<file path="src/rtl/axi3_read_arbiter.sv">
// Two-requester AXI3 read arbiter sharing one master read port.
// One burst in flight; beat-count mismatches and a watchdog raise a sticky error.
module axi3_read_arbiter #(
    parameter bit FIXED_PRIORITY = 1'b0,
    parameter int MAX_WAIT       = 1023
) (
    input  logic        CLK,
    input  logic        RESET_N,
    output logic        s0_axi_arready,
    input  logic [3:0]  s0_axi_arlen,
    input  logic [31:0] s0_axi_araddr,
    input  logic        s0_axi_arvalid,
    output logic        s0_axi_rlast,
    output logic        s0_axi_rvalid,
    output logic [31:0] s0_axi_rdata,
    input  logic        s0_axi_rready,
    output logic        s1_axi_arready,
    input  logic [3:0]  s1_axi_arlen,
    input  logic [31:0] s1_axi_araddr,
    input  logic        s1_axi_arvalid,
    output logic        s1_axi_rlast,
    output logic        s1_axi_rvalid,
    output logic [31:0] s1_axi_rdata,
    input  logic        s1_axi_rready,
    input  logic        m00_axi_arready,
    output logic [3:0]  m00_axi_arlen,
    output logic [31:0] m00_axi_araddr,
    output logic        m00_axi_arvalid,
    input  logic        m00_axi_rlast,
    input  logic        m00_axi_rvalid,
    input  logic [31:0] m00_axi_rdata,
    output logic        m00_axi_rready,
    output logic [1:0]  GRANT,
    output logic        BURST_ERR,
    output logic [15:0] BURST_COUNT0,
    output logic [15:0] BURST_COUNT1
);
    typedef enum logic [1:0] {IDLE, ADDR, DATA} state_t;

    localparam logic [9:0] WAIT_LAST = 10'(MAX_WAIT - 1);

    state_t      state_q, state_d;
    logic [1:0]  grant_q, grant_d;
    logic        last_q, last_d;
    logic [4:0]  expected_q, expected_d;
    logic [4:0]  beats_q, beats_d;
    logic [9:0]  wait_q, wait_d;
    logic        err_q, err_d;
    logic [15:0] count0_q, count0_d;
    logic [15:0] count1_q, count1_d;
    logic        sel1, pick1, in_addr, in_data, beat;
    logic [4:0]  beats_next;

    assign sel1       = grant_q[1];
    assign in_addr    = (state_q == ADDR);
    assign in_data    = (state_q == DATA);
    assign beat       = in_data & m00_axi_rvalid & m00_axi_rready;
    assign beats_next = beats_q + 5'd1;

    // last_q set means port 1 owned the previous completed burst
    assign pick1 = s1_axi_arvalid &
                   (~s0_axi_arvalid | (~FIXED_PRIORITY & ~last_q));

    assign m00_axi_arvalid = in_addr;
    assign m00_axi_araddr  = sel1 ? s1_axi_araddr : s0_axi_araddr;
    assign m00_axi_arlen   = sel1 ? s1_axi_arlen : s0_axi_arlen;
    assign m00_axi_rready  = in_data & (sel1 ? s1_axi_rready : s0_axi_rready);

    assign s0_axi_arready = in_addr & grant_q[0] & m00_axi_arready;
    assign s1_axi_arready = in_addr & grant_q[1] & m00_axi_arready;
    assign s0_axi_rvalid  = in_data & grant_q[0] & m00_axi_rvalid;
    assign s1_axi_rvalid  = in_data & grant_q[1] & m00_axi_rvalid;
    assign s0_axi_rlast   = in_data & grant_q[0] & m00_axi_rlast;
    assign s1_axi_rlast   = in_data & grant_q[1] & m00_axi_rlast;
    assign s0_axi_rdata   = (in_data & grant_q[0]) ? m00_axi_rdata : '0;
    assign s1_axi_rdata   = (in_data & grant_q[1]) ? m00_axi_rdata : '0;

    assign GRANT        = grant_q;
    assign BURST_ERR    = err_q;
    assign BURST_COUNT0 = count0_q;
    assign BURST_COUNT1 = count1_q;

    always_comb begin
        state_d    = state_q;
        grant_d    = grant_q;
        last_d     = last_q;
        expected_d = expected_q;
        beats_d    = beats_q;
        wait_d     = wait_q;
        err_d      = err_q;
        count0_d   = count0_q;
        count1_d   = count1_q;
        case (state_q)
            IDLE: begin
                wait_d = '0;
                if (s0_axi_arvalid | s1_axi_arvalid) begin
                    grant_d = pick1 ? 2'b10 : 2'b01;
                    state_d = ADDR;
                end
            end
            ADDR: begin
                wait_d = wait_q + 10'd1;
                if (m00_axi_arready) begin
                    expected_d = {1'b0, m00_axi_arlen} + 5'd1;
                    beats_d    = '0;
                    state_d    = DATA;
                end
                if (wait_q == WAIT_LAST) begin
                    err_d   = 1'b1;
                    grant_d = '0;
                    state_d = IDLE;
                end
            end
            DATA: begin
                wait_d = wait_q + 10'd1;
                if (beat) begin
                    beats_d = beats_next;
                    if (m00_axi_rlast) begin
                        if (beats_next != expected_q)
                            err_d = 1'b1;
                        last_d  = sel1;
                        grant_d = '0;
                        state_d = IDLE;
                        if (sel1) count1_d = count1_q + 16'd1;
                        else      count0_d = count0_q + 16'd1;
                    end else if (beats_next == expected_q) begin
                        err_d = 1'b1;
                    end
                end
                // a burst completing on the same edge wins over the watchdog
                if (wait_q == WAIT_LAST && !(beat && m00_axi_rlast)) begin
                    err_d   = 1'b1;
                    grant_d = '0;
                    state_d = IDLE;
                end
            end
            default: begin
                grant_d = '0;
                state_d = IDLE;
            end
        endcase
    end

    always_ff @(posedge CLK or negedge RESET_N) begin
        if (!RESET_N) begin
            state_q    <= IDLE;
            grant_q    <= '0;
            last_q     <= 1'b1;
            expected_q <= '0;
            beats_q    <= '0;
            wait_q     <= '0;
            err_q      <= 1'b0;
            count0_q   <= '0;
            count1_q   <= '0;
        end else begin
            state_q    <= state_d;
            grant_q    <= grant_d;
            last_q     <= last_d;
            expected_q <= expected_d;
            beats_q    <= beats_d;
            wait_q     <= wait_d;
            err_q      <= err_d;
            count0_q   <= count0_d;
            count1_q   <= count1_d;
        end
    end
endmodule
</file>
<file path="config.mk">
export PLATFORM = sky130hd
export DESIGN_NAME = axi3_read_arbiter
export DESIGN_NICKNAME = d
export VERILOG_FILES = /design/src/rtl/axi3_read_arbiter.sv
export SDC_FILE = /design/constraint.sdc
export NUM_CORES = 1
export LEC_CHECK = 0
export CAP_MARGIN = 20
export CORE_MARGIN = 2
export CORE_UTILIZATION = 39
export DETAILED_ROUTE_END_ITERATION = 8
export PLACE_DENSITY = 0.89
export SYNTH_ARGS = -nofsm -noshare
export SYNTH_HDL_FRONTEND = slang
export SYNTH_SLANG_ARGS = --single-unit
</file>
<file path="constraint.sdc">
create_clock -name CLK -period 5.7 [get_ports CLK]
set_input_delay 1.425 -clock CLK [delete_from_list [all_inputs] [get_ports CLK]]
set_output_delay 1.425 -clock CLK [all_outputs]
set_load 0.1 [all_outputs]
</file>
==> reports/results.ini <==
[min_path]
hold_path.class=reg -> reg

[synthesis]
yosysTopAreaCell=dfrtp_1
yosys_warnings=0
yosysMostFrequentCell=and3_1
synthFlopType=dfrtp_1
netlist-cell-type-count=45
synth-edff-count=0
synth_area_leaders=dfrtp_1 (37%), mux2_2 (13%), and3_1 (12%)
synth_top_area_share_pct=37.1
syn_nets=530
netlist_instances=407
synth_area_sq_um=3840
ys_seq_area_share_pct=37.8
synth_common_cells=and3_1 (74), dfrtp_1 (57), mux2_2 (43), nand2_1 (32), xnor2_1 (23)
synthArstFlopShare_pct=100
ys_ff_latch=58
avgSynthCellArea_sq_um=9.44

[floorplanning]
core_region_area_sq_um=9680
die-height_microns=103
dieArea_sq_um=10700
io_pins=256
die_x_microns=103
initial_core_util_pct=39.7
rows=36

[global_routing]
grt_start_max_net_pins=80
grt_pass1_vias=3823
grt_usage_pct=25.9
grt_overflow=0
grt_pass1_wl_mm=20.8
grt_antenna_before_repair=3

[clock_network]
cts_setup_buffers=0
cts_resized=0
clockRootBuffer=clkbuf_8
clock-sinks=58
clk_latency_ns=0.34
clk_pin_slew_ns=0.07
ctsHtreeMaxLevel=3
cts-hold-fix-buffers=0
numCtsBuffers=9
cts_max_path_buffers=2
cts_tree=built

[timing]
slew_headroom_pct=27.6
hold_viol=0
fin_crit_sh_pct=71.4
setup_viol=0
rsz0062_at_grt=false
worstMarginPinSlew_ns=1.09
finalSetupTns_ns=0
fin_crit_ns=4.07
max_freq_mhz=246
timing.final.max_slew_violations=0
final.setup_skew_ns=0.00565

[job]
cap_viol_max_count=0

[drt]
antenna_left=0
route.layer.met1.wl_mm=5.32
dr.pass1.iters=4
route.vias.total=4097
drc_errors=0
wl_met3_mm=1.44
dr_wl_met2_mm=7.03
totalWireLength_mm=14.3
viasPerCell=5.19
drtIter0Drc=173
top_layer_used=met5
routedWlPerCell_microns=18.1

[place]
port_buffers=255
hpwl_mm=11.6
gp_congestion=0.934

[pwr]
power_density_nw_per_um2=414
comb_power_share_pct=62.1
ir_drop_mv=0.308
sw_frac_of_total_pct=56.0
clkPwrFrac_pct=15.9
leakage_nw=3.14
p_sw_w=0.00149
p_int_w=0.00117
seqPwrFrac_pct=22.0
power_w=0.00266

[cells_and_area]
nets=774
final_util_pct=66.4
syn_to_final_growth_pct=67.3
drive_gt1_share_pct=27.6

[setup_path]
critPathLaunchType=input port
crit_type=in -> out
required_ns=4.28
crit_slowest_cell=clkdlybuf4s50_1
end_kind=primary output
path_delay_family=buffers and inverters
cp.arrival_ns=2.65
worst_path_largest_cell_delay_ns=0.58
path_buf_inv=2
cp_cell_sequence=clkdlybuf4s50_1 -> mux2i_2 -> nor2b_1 -> buf_4
path_max_fanout=6

[outcome]
status=finished clean

## cell type report
class                   instances  area (sq um)
repair buffers                257          2290
multi-input cells             318          2270
well taps                     133           166
flip-flops and latches         58          1450
clock inverters                 5          77.6
inverters                       7          26.3
diodes                          1          2.50
fillers                       764          3250
clock buffers                  11           141
## placed cells by master (no fill, tap or decap), types with 2 or more instances in the layout
cell	n
nor2_2	2
mux2_2	43
a21o_1	4
dfrtp_1	56
buf_4	109
or3_1	2
nand4b_1	2
o21ai_0	15
nor2b_1	3
a22o_1	8
clkdlybuf4s50_1	147
ha_1	9
or2_2	2
bufinv_16	2
nand3_1	16
nand2b_1	8
and3_1	74
a21oi_1	5
nand2_1	32
xnor2_1	23
clkbuf_8	10
nor3_1	7
inv_1	7
xor2_1	15
nor2_1	17
nand4_1	10
o21a_1	2
clkinv_2	2
## worst reg2reg max path, cell delays in order, from the launching register on
cell and delay [ns]:
dfrtp_1 0.41, inv_1 0.10, ha_2 0.91, nand3_2 0.33, nor4_1 0.54, nand2b_1 0.19, nor2_1 0.15, xor2_1 0.16
## metal layers
layer	global-route usage, %	vias up
li1	-	1940
met1	30.7	1935
met2	42.2	184
met3	9.48	34
met4	11.6	4
met5	0	-
## worst paths after layout
| kind | startpoint | endpoint | slack, ns | depth (start not counted) |
|---|---|---|---|---|
| worst max-delay path | s1_axi_rready | m00_axi_rready | 1.63 | 4 |
| worst min-delay path | BURST_COUNT1[15]$_DFFE_PN0P_ | BURST_COUNT1[15]$_DFFE_PN0P_ | 0.47 | 1 |
| worst max register to register | state_q[0]$_DFFE_PN0P_ | BURST_COUNT0[15]$_DFFE_PN0P_ | 2.84 | 7 |
| worst min register to register | BURST_COUNT1[15]$_DFFE_PN0P_ | BURST_COUNT1[15]$_DFFE_PN0P_ | 0.47 | 1 |
| max in group asynchronous | RESET_N | GRANT[1]$_DFFE_PN0P_ | 3.98 | 2 |
| min in group asynchronous | RESET_N | BURST_COUNT0[15]$_DFFE_PN0P_ | 1.21 | 2 |
## metrics by stage
step	setup WS, ns	cells	hold slack [ns]	cell area (sq um)
CTS	1.65	789	0.478	6430
global placement	1.68	773	0.457	6210
finish	1.63	790	0.472	6430
floorplan	1.41	407	0.469	3840
detailed placement	1.66	773	0.467	6210
global route	1.50	789	0.489	6430
## sequential cells by signal, indices dropped and copies added, names as in the netlist
signal	count
BURST_COUNT0	16
BURST_COUNT1	16
BURST_ERR	1
GRANT	2
beats_q	5
expected_q	5
last_q	1
state_q	2
wait_q	10
## power by group through the flow
stage	Combinational, W	Clock [W]	Sequential, W
floorplan	0.00115	0	0.000700
CTS	0.00166	0.000430	0.000584
finish	0.00165	0.000424	0.000584
detailed placement	0.00165	0	0.000591
global placement	0.00162	0	0.000586
global route	0.00173	0.000445	0.000595
## logic make-up (layout without fill, tap and decap cells)
logic type                 Yosys count  in the layout  share of synthesized area [%]
muxes                               45             45                           13.2
other                                0              1                              0
and+or+nand+nor                    183            183                           26.6
buffers and inverters               31            280                           3.26
adders and majority gates           10             10                           3.26
DFF                                 58             58                           37.8
AOI/OAI and AO/OA                   42             42                           7.26
xor gates and xnor gates            38             38                           8.66
(Power assumes the default switching activity.)
